## config.mk

```make
export PLATFORM = sky130hd
export DESIGN_NAME = mmio_bus_decoder
export DESIGN_NICKNAME = d
export VERILOG_FILES = /design/src/rtl/mmio_bus_decoder.sv
export SDC_FILE = /design/constraint.sdc
export NUM_CORES = 1
export LEC_CHECK = 0
export ABC_AREA = 0
export ABC_CLOCK_PERIOD_IN_PS = 3200
export CAP_MARGIN = 20
export CORE_AREA = 2 2 175 177
export CTS_CLUSTER_DIAMETER = 80
export DETAILED_ROUTE_END_ITERATION = 12
export DIE_AREA = 0 0 177 179
export GPL_ROUTABILITY_DRIVEN = 0
export PLACE_DENSITY_LB_ADDON = 0.25
export SETUP_SLACK_MARGIN = 0.4
export SLEW_MARGIN = 20
export SYNTH_ARGS = -nofsm -noshare
export SYNTH_HDL_FRONTEND = slang
export SYNTH_SLANG_ARGS = --single-unit
```

## constraint.sdc

```tcl
create_clock -name i_clk -period 3.2 [get_ports i_clk]
set_input_delay 0.48 -clock i_clk [delete_from_list [all_inputs] [get_ports i_clk]]
set_output_delay 0.48 -clock i_clk [all_outputs]
set_load 0.01 [all_outputs]
```

## src/rtl/mmio_bus_decoder.sv

```systemverilog
// Registered MMIO address decoder: maps LSU requests onto N_SLV base/mask regions,
// runs a req/ack handshake with slave wait states, timeout, error response and fault capture.
module mmio_bus_decoder #(
    parameter int ADDR_W  = 32,
    parameter int DATA_W  = 32,
    parameter int N_SLV   = 7,
    parameter logic [N_SLV*ADDR_W-1:0] SLV_BASE = {
        32'h1001_0000, 32'h1000_4000, 32'h1000_3000, 32'h1000_2000,
        32'h1000_1000, 32'h1000_0000, 32'h0000_0000},
    parameter logic [N_SLV*ADDR_W-1:0] SLV_MASK = {{6{32'hFFFF_F000}}, 32'hFFFF_F800},
    parameter int TIMEOUT = 15
) (
    input  logic                    i_clk,
    input  logic                    i_rst_n,
    input  logic                    i_req,
    input  logic                    i_we,
    input  logic [ADDR_W-1:0]       i_addr,
    input  logic [DATA_W-1:0]       i_wdata,
    input  logic [DATA_W/8-1:0]     i_wstrb,
    output logic                    o_ack,
    output logic                    o_err,
    output logic [DATA_W-1:0]       o_rdata,
    output logic [N_SLV-1:0]        o_slv_sel,
    output logic                    o_slv_we,
    output logic [ADDR_W-1:0]       o_slv_addr,
    output logic [DATA_W-1:0]       o_slv_wdata,
    output logic [DATA_W/8-1:0]     o_slv_wstrb,
    input  logic [N_SLV-1:0]        i_slv_ack,
    input  logic [N_SLV*DATA_W-1:0] i_slv_rdata,
    output logic                    o_fault_valid,
    output logic [ADDR_W-1:0]       o_fault_addr,
    output logic                    o_fault_cause,
    input  logic                    i_fault_clr,
    output logic [1:0]              o_dbg_state
);

    // Handshake: the master raises i_req with stable fields and keeps them until
    // o_ack; o_ack is a single-cycle strobe qualifying o_err and o_rdata.

    localparam int IDX_W  = (N_SLV > 1) ? $clog2(N_SLV) : 1;
    localparam int CNT_W  = $clog2(TIMEOUT + 1);
    localparam int STRB_W = DATA_W / 8;

    typedef enum logic [1:0] {
        IDLE   = 2'd0,
        ACCESS = 2'd1,
        RESP   = 2'd2
    } state_t;

    state_t             state, state_n;
    logic [IDX_W-1:0]   idx_q;
    logic [ADDR_W-1:0]  addr_q;
    logic [CNT_W-1:0]   cnt_q, cnt_n;

    logic               hit_any;
    logic [IDX_W-1:0]   hit_idx;
    logic               sel_ack;
    logic [DATA_W-1:0]  sel_rdata;

    logic               latch;
    logic               to_resp;
    logic               resp_err;
    logic [DATA_W-1:0]  resp_data;
    logic               fault_new;
    logic               fault_cause_n;
    logic [ADDR_W-1:0]  fault_addr_n;

    // Descending scan so the lowest matching index is the one left standing.
    always_comb begin
        hit_any = 1'b0;
        hit_idx = '0;
        for (int k = N_SLV - 1; k >= 0; k--) begin
            if ((i_addr & SLV_MASK[k*ADDR_W +: ADDR_W]) == SLV_BASE[k*ADDR_W +: ADDR_W]) begin
                hit_any = 1'b1;
                hit_idx = IDX_W'(k);
            end
        end
    end

    assign sel_ack   = i_slv_ack[idx_q];
    assign sel_rdata = i_slv_rdata[32'(idx_q)*DATA_W +: DATA_W];

    always_comb begin
        state_n       = state;
        cnt_n         = cnt_q;
        latch         = 1'b0;
        to_resp       = 1'b0;
        resp_err      = 1'b0;
        resp_data     = '0;
        fault_new     = 1'b0;
        fault_cause_n = 1'b0;
        fault_addr_n  = addr_q;
        unique case (state)
            IDLE: begin
                if (i_req) begin
                    if (hit_any) begin
                        latch   = 1'b1;
                        cnt_n   = '0;
                        state_n = ACCESS;
                    end else begin
                        to_resp      = 1'b1;
                        resp_err     = 1'b1;
                        fault_new    = 1'b1;
                        fault_addr_n = i_addr;
                        state_n      = RESP;
                    end
                end
            end
            ACCESS: begin
                // An ack arriving on the expiry cycle is still honoured.
                if (sel_ack) begin
                    to_resp   = 1'b1;
                    resp_data = o_slv_we ? '0 : sel_rdata;
                    cnt_n     = '0;
                    state_n   = RESP;
                end else if (cnt_q == CNT_W'(TIMEOUT - 1)) begin
                    to_resp       = 1'b1;
                    resp_err      = 1'b1;
                    fault_new     = 1'b1;
                    fault_cause_n = 1'b1;
                    cnt_n         = '0;
                    state_n       = RESP;
                end else begin
                    cnt_n = cnt_q + 1'b1;
                end
            end
            RESP: begin
                state_n = IDLE;
            end
            default: begin
                state_n = IDLE;
            end
        endcase
    end

    always_ff @(posedge i_clk or negedge i_rst_n) begin
        if (!i_rst_n) begin
            state <= IDLE;
            cnt_q <= '0;
        end else begin
            state <= state_n;
            cnt_q <= cnt_n;
        end
    end

    always_ff @(posedge i_clk or negedge i_rst_n) begin
        if (!i_rst_n) begin
            idx_q       <= '0;
            addr_q      <= '0;
            o_slv_sel   <= '0;
            o_slv_we    <= 1'b0;
            o_slv_addr  <= '0;
            o_slv_wdata <= '0;
            o_slv_wstrb <= '0;
        end else if (latch) begin
            idx_q       <= hit_idx;
            addr_q      <= i_addr;
            o_slv_sel   <= N_SLV'(1) << hit_idx;
            o_slv_we    <= i_we;
            o_slv_addr  <= i_addr & ~SLV_MASK[32'(hit_idx)*ADDR_W +: ADDR_W];
            o_slv_wdata <= i_wdata;
            o_slv_wstrb <= STRB_W'(i_wstrb);
        end else if (to_resp) begin
            o_slv_sel <= '0;
        end
    end

    // Response outputs are registered so o_ack/o_err/o_rdata cannot glitch.
    always_ff @(posedge i_clk or negedge i_rst_n) begin
        if (!i_rst_n) begin
            o_ack   <= 1'b0;
            o_err   <= 1'b0;
            o_rdata <= '0;
        end else begin
            o_ack   <= to_resp;
            o_err   <= resp_err;
            o_rdata <= resp_data;
        end
    end

    // First fault wins; a clear coinciding with a new fault still records it.
    always_ff @(posedge i_clk or negedge i_rst_n) begin
        if (!i_rst_n) begin
            o_fault_valid <= 1'b0;
            o_fault_addr  <= '0;
            o_fault_cause <= 1'b0;
        end else if (fault_new && (!o_fault_valid || i_fault_clr)) begin
            o_fault_valid <= 1'b1;
            o_fault_addr  <= fault_addr_n;
            o_fault_cause <= fault_cause_n;
        end else if (i_fault_clr) begin
            o_fault_valid <= 1'b0;
        end
    end

    assign o_dbg_state = state;

endmodule
```

# After elaboration in Yosys (flattened, before gate mapping)
# Cells that the tools add are included.
# Widths: inputs -> output; s select.
totals:
  in_bits: 304
  out_inout_bits: 146
  wordCells: 90
  register_bits: 185
op_classes:
  n_addsub: 1
  n_bitwise: 2
  n_reduce_logical: 10
  n_eq_ne: 11
  shift: 3
  magnitude_cmp: 1
  n_mux: 47
ops:
  columns: ["cell", "count"]
  rows:
  - ["$shiftx 224x9->32", 1]
  - ["$shiftx 224x9->32 const A", 1]
  - ["$mux 32", 6]
  - ["$eq 20x17->1 const B", 6]
  - ["$and 32x32->32", 1]
  - ["$logic_not 32->1", 1]
  - ["$not 32->32", 1]
  - ["$mux 3", 7]
  - ["$mux 1", 19]
  - ["$mux 4", 4]
  - ["$mux 7", 2]
  - ["$mux 2", 4]
  - ["$pmux 4 s2", 1]
  - ["$shl 1x3->7 const A", 1]
  - ["$reduce_bool 2->1", 3]
  - ["$add 4x1->4 const B", 1]
  - ["$eq 4x4->1 const B", 1]
  - ["$lt 3x4->1 const B", 1]
  - ["$ne 2x2->1 const B", 2]
  - ["$pmux 1 s2", 2]
  - ["$pmux 2 s2", 1]
  - ["$bmux 1 s3", 1]
  - ["$ne 3x3->1 const B", 1]
  - ["$reduce_and 3->1", 1]
  - ["other kinds (6)", 6]

# Depth between registers and ports, before layout
# Gate-level depths: netlist (run 1).
depth:
  ltp_word: 13
  ltp_mapped: 9

# Worst setup path before layout (run 1)
# OpenSTA, ideal clock, no wires.
synth_path:
  path_type: "in2reg"
  startpoint: "in i_addr[27]"
  endpoint: "reg o_slv_wdata[12]"
  arrival_ns: 2.275
  path_stages: 7
  setup_time_ns: 0.127
  path_slack_ns: 0.798
  path_cell_list: "nor4_1 > nand3_2 > or3_4 > a21oi_4 > buf_6 > buf_8 > mux2_1"
synth_via:
  elab_chain_len: 11
  elab_cells_between_ends: 17
synth_rtl:
  columns: ["item", "line_no", "source"]
  rows:
  - ["start: declaration", "17", "input logic [ADDR_W-1:0] i_addr,"]
  - ["$eq 20x17->1", "73", "if ((i_addr & SLV_MASK[k*ADDR_W +: ADDR_W]) == SLV_BASE[k*ADDR_W +: ADDR_W]) begin"]
  - ["$mux 1 (6 in a row)", "73", null]
  - ["$mux 1 (*)", "73", null]
  - ["$mux 1 (*)", "96", "if (hit_any) begin"]
  - ["$mux 1 (*)", "95", "if (i_req) begin"]
  - ["$mux 1 (*)", "93", "unique case (state)"]
  - ["end signal: assignment", "161", "o_slv_wdata <= i_wdata;"]
  - ["end: declaration", "26", "output logic [DATA_W-1:0] o_slv_wdata,"]
# Mark *: on every way between the ends. The rest lies on a longest branch, timed or not.
# A chain may end at the register's enable or synchronous reset.

# Worst setup path in the final report (run 1)
layout_path:
  startpoint: "in i_addr[23]"
  endpoint: "reg o_slv_wstrb[2]"
layout_via:
  elab_chain_len: 11
  elab_cells_between_ends: 17
layout_rtl:
  columns: ["item", "line_no", "source"]
  rows:
  - ["$eq 20x17->1", "73", null]
  - ["$mux 1 (6 in a row)", "73", null]
  - ["$mux 1 (*)", "73", null]
  - ["$mux 1 (*)", "96", null]
  - ["$mux 1 (*)", "95", null]
  - ["$mux 1 (*)", "93", null]
  - ["end signal: assignment", "162", "o_slv_wstrb <= STRB_W'(i_wstrb);"]
  - ["end: declaration", "27", "output logic [DATA_W/8-1:0] o_slv_wstrb,"]
# Marked as above.

==> out/results.txt, run 1 <==
status: finished, final reports clean
Most used DFF post-synth: dfrtp_1
switching part of the total: 25.1%
dpl hpwl: 25800 µm
vias in the first global route: 8538
peak supply drop: 343 µV
Sequential Power Share: 43.7%
WP data arrival: 2.93 ns
crit-path cells: clkdlybuf4s50_1 -> nor4_1 -> buf_4 -> nand3_2 -> or3_4 -> a21oi_4 -> buf_12 -> mux2_2
Max Clk Rate: 382 MHz
Die Ht: 179 µm
GRT Total Usage: 21.1%
Yosys top cell area share: 48.2%
Clock Power Share: 38.7%
total wire length: 33800 µm
Cells after Synth: 778
worst-margin pin slew: 1.00 ns
count of final hold-check violations: 0
Synth area leaders: dfrtp_1 48%, mux2_2 9.5%, mux4_2 8.0%
final instance area: 14600 µm²
placed instance area: 13900 µm²
fillers: 2779
Layout Utilization: 48.5%
first-pass GRT wire length: 49900 µm
Comb pwr share: 17.6%
Slew headroom: 32.8%
TritonCTS clock tree: built
Max-Cap Viols: 0
Final Power: 5.32 mW
clk slew on worst S/H paths: 0.07 ns
Worst Setup Slack post-DPL: -0.115 ns
CTS Buf Count: 17
largest net degree at the start of global routing: 73
final layout net count: 1502
Leakage: 6.11 nW
site row count: 64
placeable core area: 30000 µm²
Die ar.: 31700 µm²
unrepaired setup endpoints after global routing: no
final cycle utilization of the critical path: 81.8%
Period minus WS final: 2.62 ns
Via density: 5.02
Slowest-stage cell, CP: clkdlybuf4s50_1
WL/cell: 21.0 µm
initial antenna violation count: 5
# IOs: 450
CP peak stage delay: 0.44 ns
CP Class: in2reg
Final WS setup: 0.582 ns
Sink Count: 174
most common cell after layout, fill and taps aside: clkdlybuf4s50_1
cell family with most CP delay: simple AND/OR/NAND/NOR gates
Critical Path End Type: flop
Post-synth EDFFs: 0
Vias: 8087
grt total ovfl: 0
die span in x: 177 µm
register area share after synthesis: 48.2%
Startpoint Class: input pin
Post-Syn Area: 9020 µm²
DRC viols: 0
Worst Path Max Fanout: 40
Worst-Skew Late Latency: 0.43 ns
Mean Syn Cell Area: 11.6 µm²
most frequent cells in the layout: 448 x clkdlybuf4s50_1, 172 x dfrtp_1, 76 x mux2_2
Power Density: 365 nW/µm²
post-route insts no fill: 1611
share of layout cells above drive strength 1: 17.2%
1st-iter DRT viols: 429
Starting Density: 30.1%
multi-input logic area: 4130 µm²
Post-CTS Setup Bufs: 0
Psw: 1.34 mW
post-synth cell types: 56
placed insts: 1573
hold crit path type: in2async
drt pass-1 iters: 5
Int Pwr: 3.98 mW
ys async rst share: 100%
YS warnings: 0
Yosys reg bits: 174
Worst Clk Skew: 0.0107 ns
hold slack: 0.0456 ns
cts hold-fix bufs: 0
Port Buffer Count: 449
area leader, netlist: dfrtp_1
TNS Setup: 0 ns
Slew Limit Fails: 0
Clock Tree Buf Depth: 2
CP required: 3.51 ns
final setup violating endpoints: 0
root buffer cell: clkbuf_16
Critical path buffers and inverters: 3
Layout area overhead: 61.3%
antenna viol nets, final: 0
syn nets: 1084
H-tree depth: 4
Sequential cell area: 4360 µm²
[sequential cells by signal, indices dropped and copies added (netlist names), 2 cells and up]
signal	cells
o_fault_addr	32
o_rdata	32
o_slv_wdata	32
addr_q	27
o_slv_addr	26
o_slv_sel	7
cnt_q	4
o_slv_wstrb	4
idx_q	3
o_dbg_state	2
[cells by family (layout without fill, tap and decap cells)]
family / Yosys count / count (layout) / share of synthesized area, %
and+or+nand+nor: 189 / 189 / 10.9
DFF: 174 / 174 / 48.2
AOI/OAI and AO/OA: 162 / 162 / 14.4
buffers and inverters: 125 / 556 / 6.54
muxes: 124 / 124 / 19.4
adders and majority gates: 2 / 2 / 0.277
xor gates and xnor gates: 2 / 2 / 0.194
other: 0 / 6 / 0
[worst reg2reg max path, cell delays in order (launching register included)]
cell	delay, ns
dfrtp_2	0.58
mux2i_1	0.19
a22oi_1	0.54
nand2_1	0.29
or3_1	0.40
buf_4	0.26
nor2_1	0.21
[worst paths after layout]
| check | end | start | slack, ns | depth (start not counted) |
|---|---|---|---|---|
| max reg2reg | o_rdata[22] | idx_q[1] | 0.66 | 6 |
| min reg2reg | o_fault_cause | o_fault_cause | 0.48 | 1 |
| max | o_slv_wstrb[2] | i_addr[23] | 0.58 | 8 |
| min in group i_clk | o_fault_cause | o_fault_cause | 0.48 | 1 |
| max in group asynchronous | o_slv_addr[14] | i_rst_n | 2.42 | 2 |
| min | addr_q[30] | i_rst_n | 0.05 | 1 |
[synth_stat cells, types with 13 or more instances]
cell type / instances
dfrtp_1: 174
mux2_2: 76
nor2_1: 55
clkbuf_1: 42
inv_1: 42
o21ai_0: 40
nor3_1: 39
or3_1: 35
a21oi_1: 34
a221o_1: 33
mux4_2: 32
and2_1: 22
a221oi_2: 19
buf_4: 18
a221oi_1: 13
[power groups by stage]
stage / clock network [mW] / registers [mW] / logic (mW)
4_1_cts: 2.12 / 2.32 / 0.942
6_report: 2.06 / 2.32 / 0.935
3_5_place_dp: 0 / 2.36 / 0.938
5_1_grt: 2.22 / 2.33 / 1.01
2_1_floorplan: 0 / 2.39 / 0.246
3_3_place_gp: 0 / 2.36 / 0.928
[layer usage]
layer | vias up | routed length [µm] | global-route usage, %
met5 | - | 0 | 0
met4 | 0 | 980 | 9.19
met2 | 310 | 17700 | 37.4
met3 | 50 | 2060 | 4.88
met1 | 4026 | 13000 | 24.4
li1 | 3701 | - | -
[area by class of cell]
cell class / count / share of cell area, %
diodes: 6 / 0.103
clock buffers: 18 / 2.95
clock inverters: 14 / 1.07
inverters: 43 / 1.11
multi-input cells: 479 / 28.4
flip-flops and latches: 174 / 29.9
well taps: 396 / 3.40
repair buffers: 481 / 33.1
[repair_timing]
action | CTS | global route
pin swaps | 0 | 0
resized for setup | 1 | 1
cloned | 0 | 0
endpoints found under the setup margin | 34 | 2
Note: power is estimated with default switching activity, not from simulation.
==> run 2, diff against run 1 <==
--- a/config.mk
+++ b/config.mk
@@ -6,12 +6,12 @@
 export NUM_CORES = 1
 export LEC_CHECK = 0
 export ABC_AREA = 0
-export ABC_CLOCK_PERIOD_IN_PS = 3200
+export ABC_CLOCK_PERIOD_IN_PS = 2100
 export CAP_MARGIN = 20
-export CORE_AREA = 2 2 175 177
+export CORE_AREA = 2 2 174 176
 export CTS_CLUSTER_DIAMETER = 80
 export DETAILED_ROUTE_END_ITERATION = 12
-export DIE_AREA = 0 0 177 179
+export DIE_AREA = 0 0 176 178
 export GPL_ROUTABILITY_DRIVEN = 0
 export PLACE_DENSITY_LB_ADDON = 0.25
 export SETUP_SLACK_MARGIN = 0.4
==> constraint.sdc (replaced) <==
create_clock -name i_clk -period 2.1 [get_ports i_clk]
set_input_delay 0.315 -clock i_clk [delete_from_list [all_inputs] [get_ports i_clk]]
set_output_delay 0.315 -clock i_clk [all_outputs]
set_load 0.01 [all_outputs]
==> out/results.txt, run 2 (same netlist as run 1, synthesis figures left out) <==
status: finished with violations
failing checks: setup timing
Starting Density: 30.7%
# IOs: 450
post-route insts no fill: 1695
Max Clk Rate: 437 MHz
Slowest-stage cell, CP: dfrtp_2
Worst-Skew Late Latency: 0.44 ns
Power Density: 499 nW/µm²
Final WS setup: -0.186 ns
hold slack: 0.315 ns
Period minus WS final: 2.29 ns
most frequent cells in the layout: 346 x clkdlybuf4s50_1, 172 x dfrtp_1, 63 x buf_4
unrepaired setup endpoints after global routing: yes
initial antenna violation count: 3
site row count: 63
count of final hold-check violations: 0
vias in the first global route: 8944
placed instance area: 14500 µm²
fillers: 2397
Die ar.: 31300 µm²
antenna viol nets, final: 0
worst-margin pin slew: 0.526 ns
drt pass-1 iters: 4
Clock Tree Buf Depth: 2
placeable core area: 29400 µm²
root buffer cell: clkbuf_16
TritonCTS clock tree: built
Reg2Reg Launch Point: idx_q[1]
crit-path cells: mux2_4 -> a221o_1 -> a211oi_4 -> buf_6 -> clkbuf_16 -> a21oi_2 -> a221oi_2
share of layout cells above drive strength 1: 34.5%
clk slew on worst S/H paths: 0.07 ns
peak supply drop: 539 µV
Hold Path Depth: 4
Leakage: 7.91 nW
H-tree depth: 4
reg-to-reg endpoint: o_fault_addr[12]
final instance area: 16900 µm²
Worst Clk Skew: 0.0117 ns
first-pass GRT wire length: 53900 µm
die span in x: 176 µm
dpl hpwl: 25900 µm
placed insts: 1605
flop2flop setup slack: -0.19 ns
Slew Limit Fails: 0
Critical Path End Type: flop
CTS Buf Count: 17
Layout area overhead: 86.9%
CP Class: reg2reg
Via density: 5.11
CP required: 2.44 ns
Max-Cap Viols: 0
GRT Total Usage: 22.8%
WP data arrival: 2.62 ns
Die Ht: 178 µm
final setup violating endpoints: 65
Startpoint Class: flop
WL/cell: 22.1 µm
Slew headroom: 64.9%
total wire length: 37500 µm
Layout Utilization: 57.4%
Vias: 8669
Worst Hold End: o_fault_addr[22]
worst hold start: i_addr[22]
Top Registers: o_fault_addr x32, o_rdata x32, o_slv_wdata x32
Sink Count: 174
largest net degree at the start of global routing: 65
final layout net count: 1596
hold crit path type: in2reg
Worst Path Max Fanout: 8
DRC viols: 0
CP peak stage delay: 0.43 ns
most common cell after layout, fill and taps aside: clkdlybuf4s50_1
1st-iter DRT viols: 441
grt total ovfl: 0
R2R depth: 7
Port Buffer Count: 449
final cycle utilization of the critical path: 109%
## run 2: timing repair
| action | 4_1_cts | 5_1_grt |
|---|---|---|
| pin swaps | 19 | 78 |
| resized for setup | 183 | 213 |
| hold buffers | 1 | 0 |
| hold endpoints to repair | 48 | 0 |
| buffers inserted | 28 | 10 |
| endpoints found under the setup margin | 203 | 220 |
| cloned | 9 | 8 |
## run 2: worst max-delay path by stage
stage,start,to,cells past startpoint
2_1_floorplan,idx_q[1],o_fault_addr[12],8
3_3_place_gp,i_addr[17],o_slv_we,9
3_5_place_dp,i_addr[17],o_slv_wdata[22],9
4_1_cts,idx_q[1],o_fault_addr[27],7
5_1_grt,idx_q[1],o_fault_addr[15],7
6_report,idx_q[1],o_fault_addr[12],7
## run 2: cell type report
type	instances	area (µm²)	share of cell area [%]
Antenna cell	2	5.00	0.0297
Clock buffer	17	425	2.52
Clock inverter	15	196	1.16
Inverter	43	161	0.957
Multi-Input combinational cell	479	5030	29.8
Sequential cell	174	4360	25.8
Tap cell	390	488	2.89
Timing Repair Buffer	575	6200	36.8
## run 2: metal layers
layer  part of all wire (%)  vias up  routed length [µm]  track usage [%]
li1                       -     3903                   -                -
met1                     39     4344               14500             28.2
met2                     52      369               19500             39.7
met3                    6.3       53                2370             4.86
met4                    2.8        0                1060             7.33
met5                      0        -                   0                0
## run 2: stage by stage
stage          power [mW]  TNS, ns  setup WS [ns]
2_1_floorplan        4.03   -0.837        -0.0330
4_1_cts              8.45    -2.78         -0.113
3_3_place_gp         5.07   -63.77         -0.565
5_1_grt              8.78   -10.41         -0.263
6_report             8.42    -5.97         -0.186
3_5_place_dp         5.09   -57.62         -0.528
## run 2: report_power, final
group	internal, mW	total (mW)	switching [mW]
registers	3.46	3.54	0.0740
clock network	1.82	3.35	1.52
logic	0.959	1.54	0.583
total	6.24	8.42	2.18
## run 2: critical path: cells and delay by family, from the launching register on
| family | cells | cell delay [ns] |
|---|---|---|
| flip-flops | 1 | 0.43 |
| multiplexers | 1 | 0.30 |
| AO/OA/AOI/OAI | 4 | 1.10 |
| buffers and inverters | 2 | 0.36 |
==> run 3, diff against run 2 <==
--- a/config.mk
+++ b/config.mk
@@ -6,7 +6,7 @@
 export NUM_CORES = 1
 export LEC_CHECK = 0
 export ABC_AREA = 0
-export ABC_CLOCK_PERIOD_IN_PS = 2100
+export ABC_CLOCK_PERIOD_IN_PS = 2000
 export CAP_MARGIN = 20
 export CORE_AREA = 2 2 174 176
 export CTS_CLUSTER_DIAMETER = 80
==> constraint.sdc (replaced) <==
create_clock -name i_clk -period 2 [get_ports i_clk]
set_input_delay 0.3 -clock i_clk [delete_from_list [all_inputs] [get_ports i_clk]]
set_output_delay 0.3 -clock i_clk [all_outputs]
set_load 0.01 [all_outputs]
==> out/results.txt, run 3 (same netlist as run 1, synthesis figures left out) <==
status: finished with violations
failing checks: setup timing
first-pass GRT wire length: 54000 µm
Setup crit end: o_fault_addr[15]
clk slew on worst S/H paths: 0.07 ns
root buffer cell: clkbuf_16
1st-iter DRT viols: 557
Worst-Skew Late Latency: 0.43 ns
initial antenna violation count: 5
Period minus WS final: 2.26 ns
Worst Path Max Fanout: 17
Port Buffer Count: 449
count of final hold-check violations: 0
site row count: 63
Slew headroom: 62.3%
Final WS setup: -0.256 ns
H-tree depth: 4
switching part of the total: 23.8%
WP data arrival: 2.58 ns
CP required: 2.32 ns
Sink Count: 174
R2R depth: 7
DRC viols: 0
Layout area overhead: 87.1%
largest net degree at the start of global routing: 48
Int Pwr: 6.86 mW
Sequential cell area: 4360 µm²
reg-to-reg endpoint: o_fault_addr[15]
WL/cell: 21.9 µm
peak supply drop: 576 µV
placeable core area: 29400 µm²
Top Registers: o_fault_addr x32, o_rdata x32, o_slv_wdata x32
Hold Path Depth: 3
hold crit path type: in2reg
Comb pwr share: 17.5%
WL met2: 19700 µm
Clock Tree Buf Depth: 2
most common cell after layout, fill and taps aside: clkdlybuf4s50_1
Worst Clk Skew: 0.0105 ns
antenna viol nets, final: 0
met3 wire len: 2370 µm
Leakage: 8.80 nW
most frequent cells in the layout: 281 x clkdlybuf4s50_1, 172 x dfrtp_1, 96 x dlymetal6s2s_1
Vias: 8581
final setup violating endpoints: 67
placed insts: 1603
Critical Path End Type: flop
dpl hpwl: 26000 µm
Sequential Power Share: 41.2%
Die Ht: 178 µm
post-route insts no fill: 1695
worst hold start: i_addr[16]
Max Clk Rate: 443 MHz
# IOs: 450
CTS Buf Count: 17
GRT Total Usage: 23.0%
fillers: 2425
Via density: 5.06
max layer used: met4
die span in x: 176 µm
Die ar.: 31300 µm²
share of layout cells above drive strength 1: 32.5%
Slew Limit Fails: 0
Psw: 2.14 mW
CP Class: reg2reg
M1 WL: 14400 µm
Startpoint Class: flop
unrepaired setup endpoints after global routing: yes
Worst Setup SP: idx_q[1]
Final Power: 9.00 mW
grt total ovfl: 0
final cycle utilization of the critical path: 113%
Starting Density: 30.7%
Power Density: 533 nW/µm²
worst-margin pin slew: 0.564 ns
total wire length: 37200 µm
TritonCTS clock tree: built
drt pass-1 iters: 5
multi-input logic area: 4960 µm²
flop2flop setup slack: -0.26 ns
Max-Cap Viols: 0
vias in the first global route: 8930
final layout net count: 1595
Clock Power Share: 41.3%
Reg2Reg Launch Point: idx_q[1]
## run 3: cell types whose count changed in the layout (fill, tap and decap cells not counted), moves of 11 or more
cell	previous run	this run
clkdlybuf4s50_1	346	281
dlymetal6s2s_1	52	96
dlygate4sd2_1	32	53
a21oi_1	19	34
a21oi_2	14	0
nor2_2	12	1
nor2_4	36	47
## run 3: worst max-delay path, stage by stage (launching register included)
cell,delay (ns)
dfrtp_2,0.45
mux2_4,0.30
a221o_1,0.43
a211oi_4,0.25
buf_6,0.17
buf_12,0.17
a21oi_1,0.08
a221oi_1,0.29
## run 3: worst min path at each step
stage | slack [ns] | endpoint
after floorplan | 0.004 | addr_q[10]
after global routing | 0.29 | addr_q[16]
final | 0.29 | addr_q[16]
after detailed placement | 0.27 | o_slv_addr[18]
after CTS | 0.27 | addr_q[16]
after global placement | 0.27 | o_slv_addr[18]
## run 3: cell type report
cell class              count  share of cell area [%]
inverters                  43                   0.956
clock buffers              18                    2.60
well taps                 390                    2.89
multi-input cells         479                    29.4
flip-flops and latches    174                    25.8
clock inverters            12                    1.22
diodes                      5                  0.0741
repair buffers            574                    37.1
## run 3: power groups by stage
stage	Combinational (mW)	Sequential [mW]	Clock (mW)
floorplan	0.410	3.82	0
global placement	1.55	3.77	0
detailed placement	1.57	3.78	0
CTS	1.56	3.71	3.80
global route	1.68	3.72	3.94
finish	1.57	3.71	3.72
## run 3: layer usage
layer	global-route usage (%)	up-vias
met5	0	-
met4	6.61	0
met3	5.14	31
met2	41.1	361
met1	27.7	4279
li1	-	3910
## run 3: what timing repair did
item / 4_1_cts / 5_1_grt
cloned: 12 / 3
endpoints found under the setup margin: 320 / 270
hold endpoints to repair: 40 / 0
hold buffers: 1 / 0
pin swaps: 26 / 60
gates resized for setup: 249 / 196
setup buffers: 32 / 9
## run 3: stage by stage
stage	instance area (µm²)	util (%)	hold WS, ns	setup slack, ns	setup TNS, ns
after floorplan	9360	-	0.00441	-0.133	-5.53
after global placement	14500	49.4	0.270	-0.557	-71.16
after detailed placement	14500	49.4	0.271	-0.580	-71.43
after CTS	16100	54.8	0.271	-0.227	-11.35
after global routing	16900	57.4	0.286	-0.268	-15.35
final	16900	57.4	0.293	-0.256	-11.68
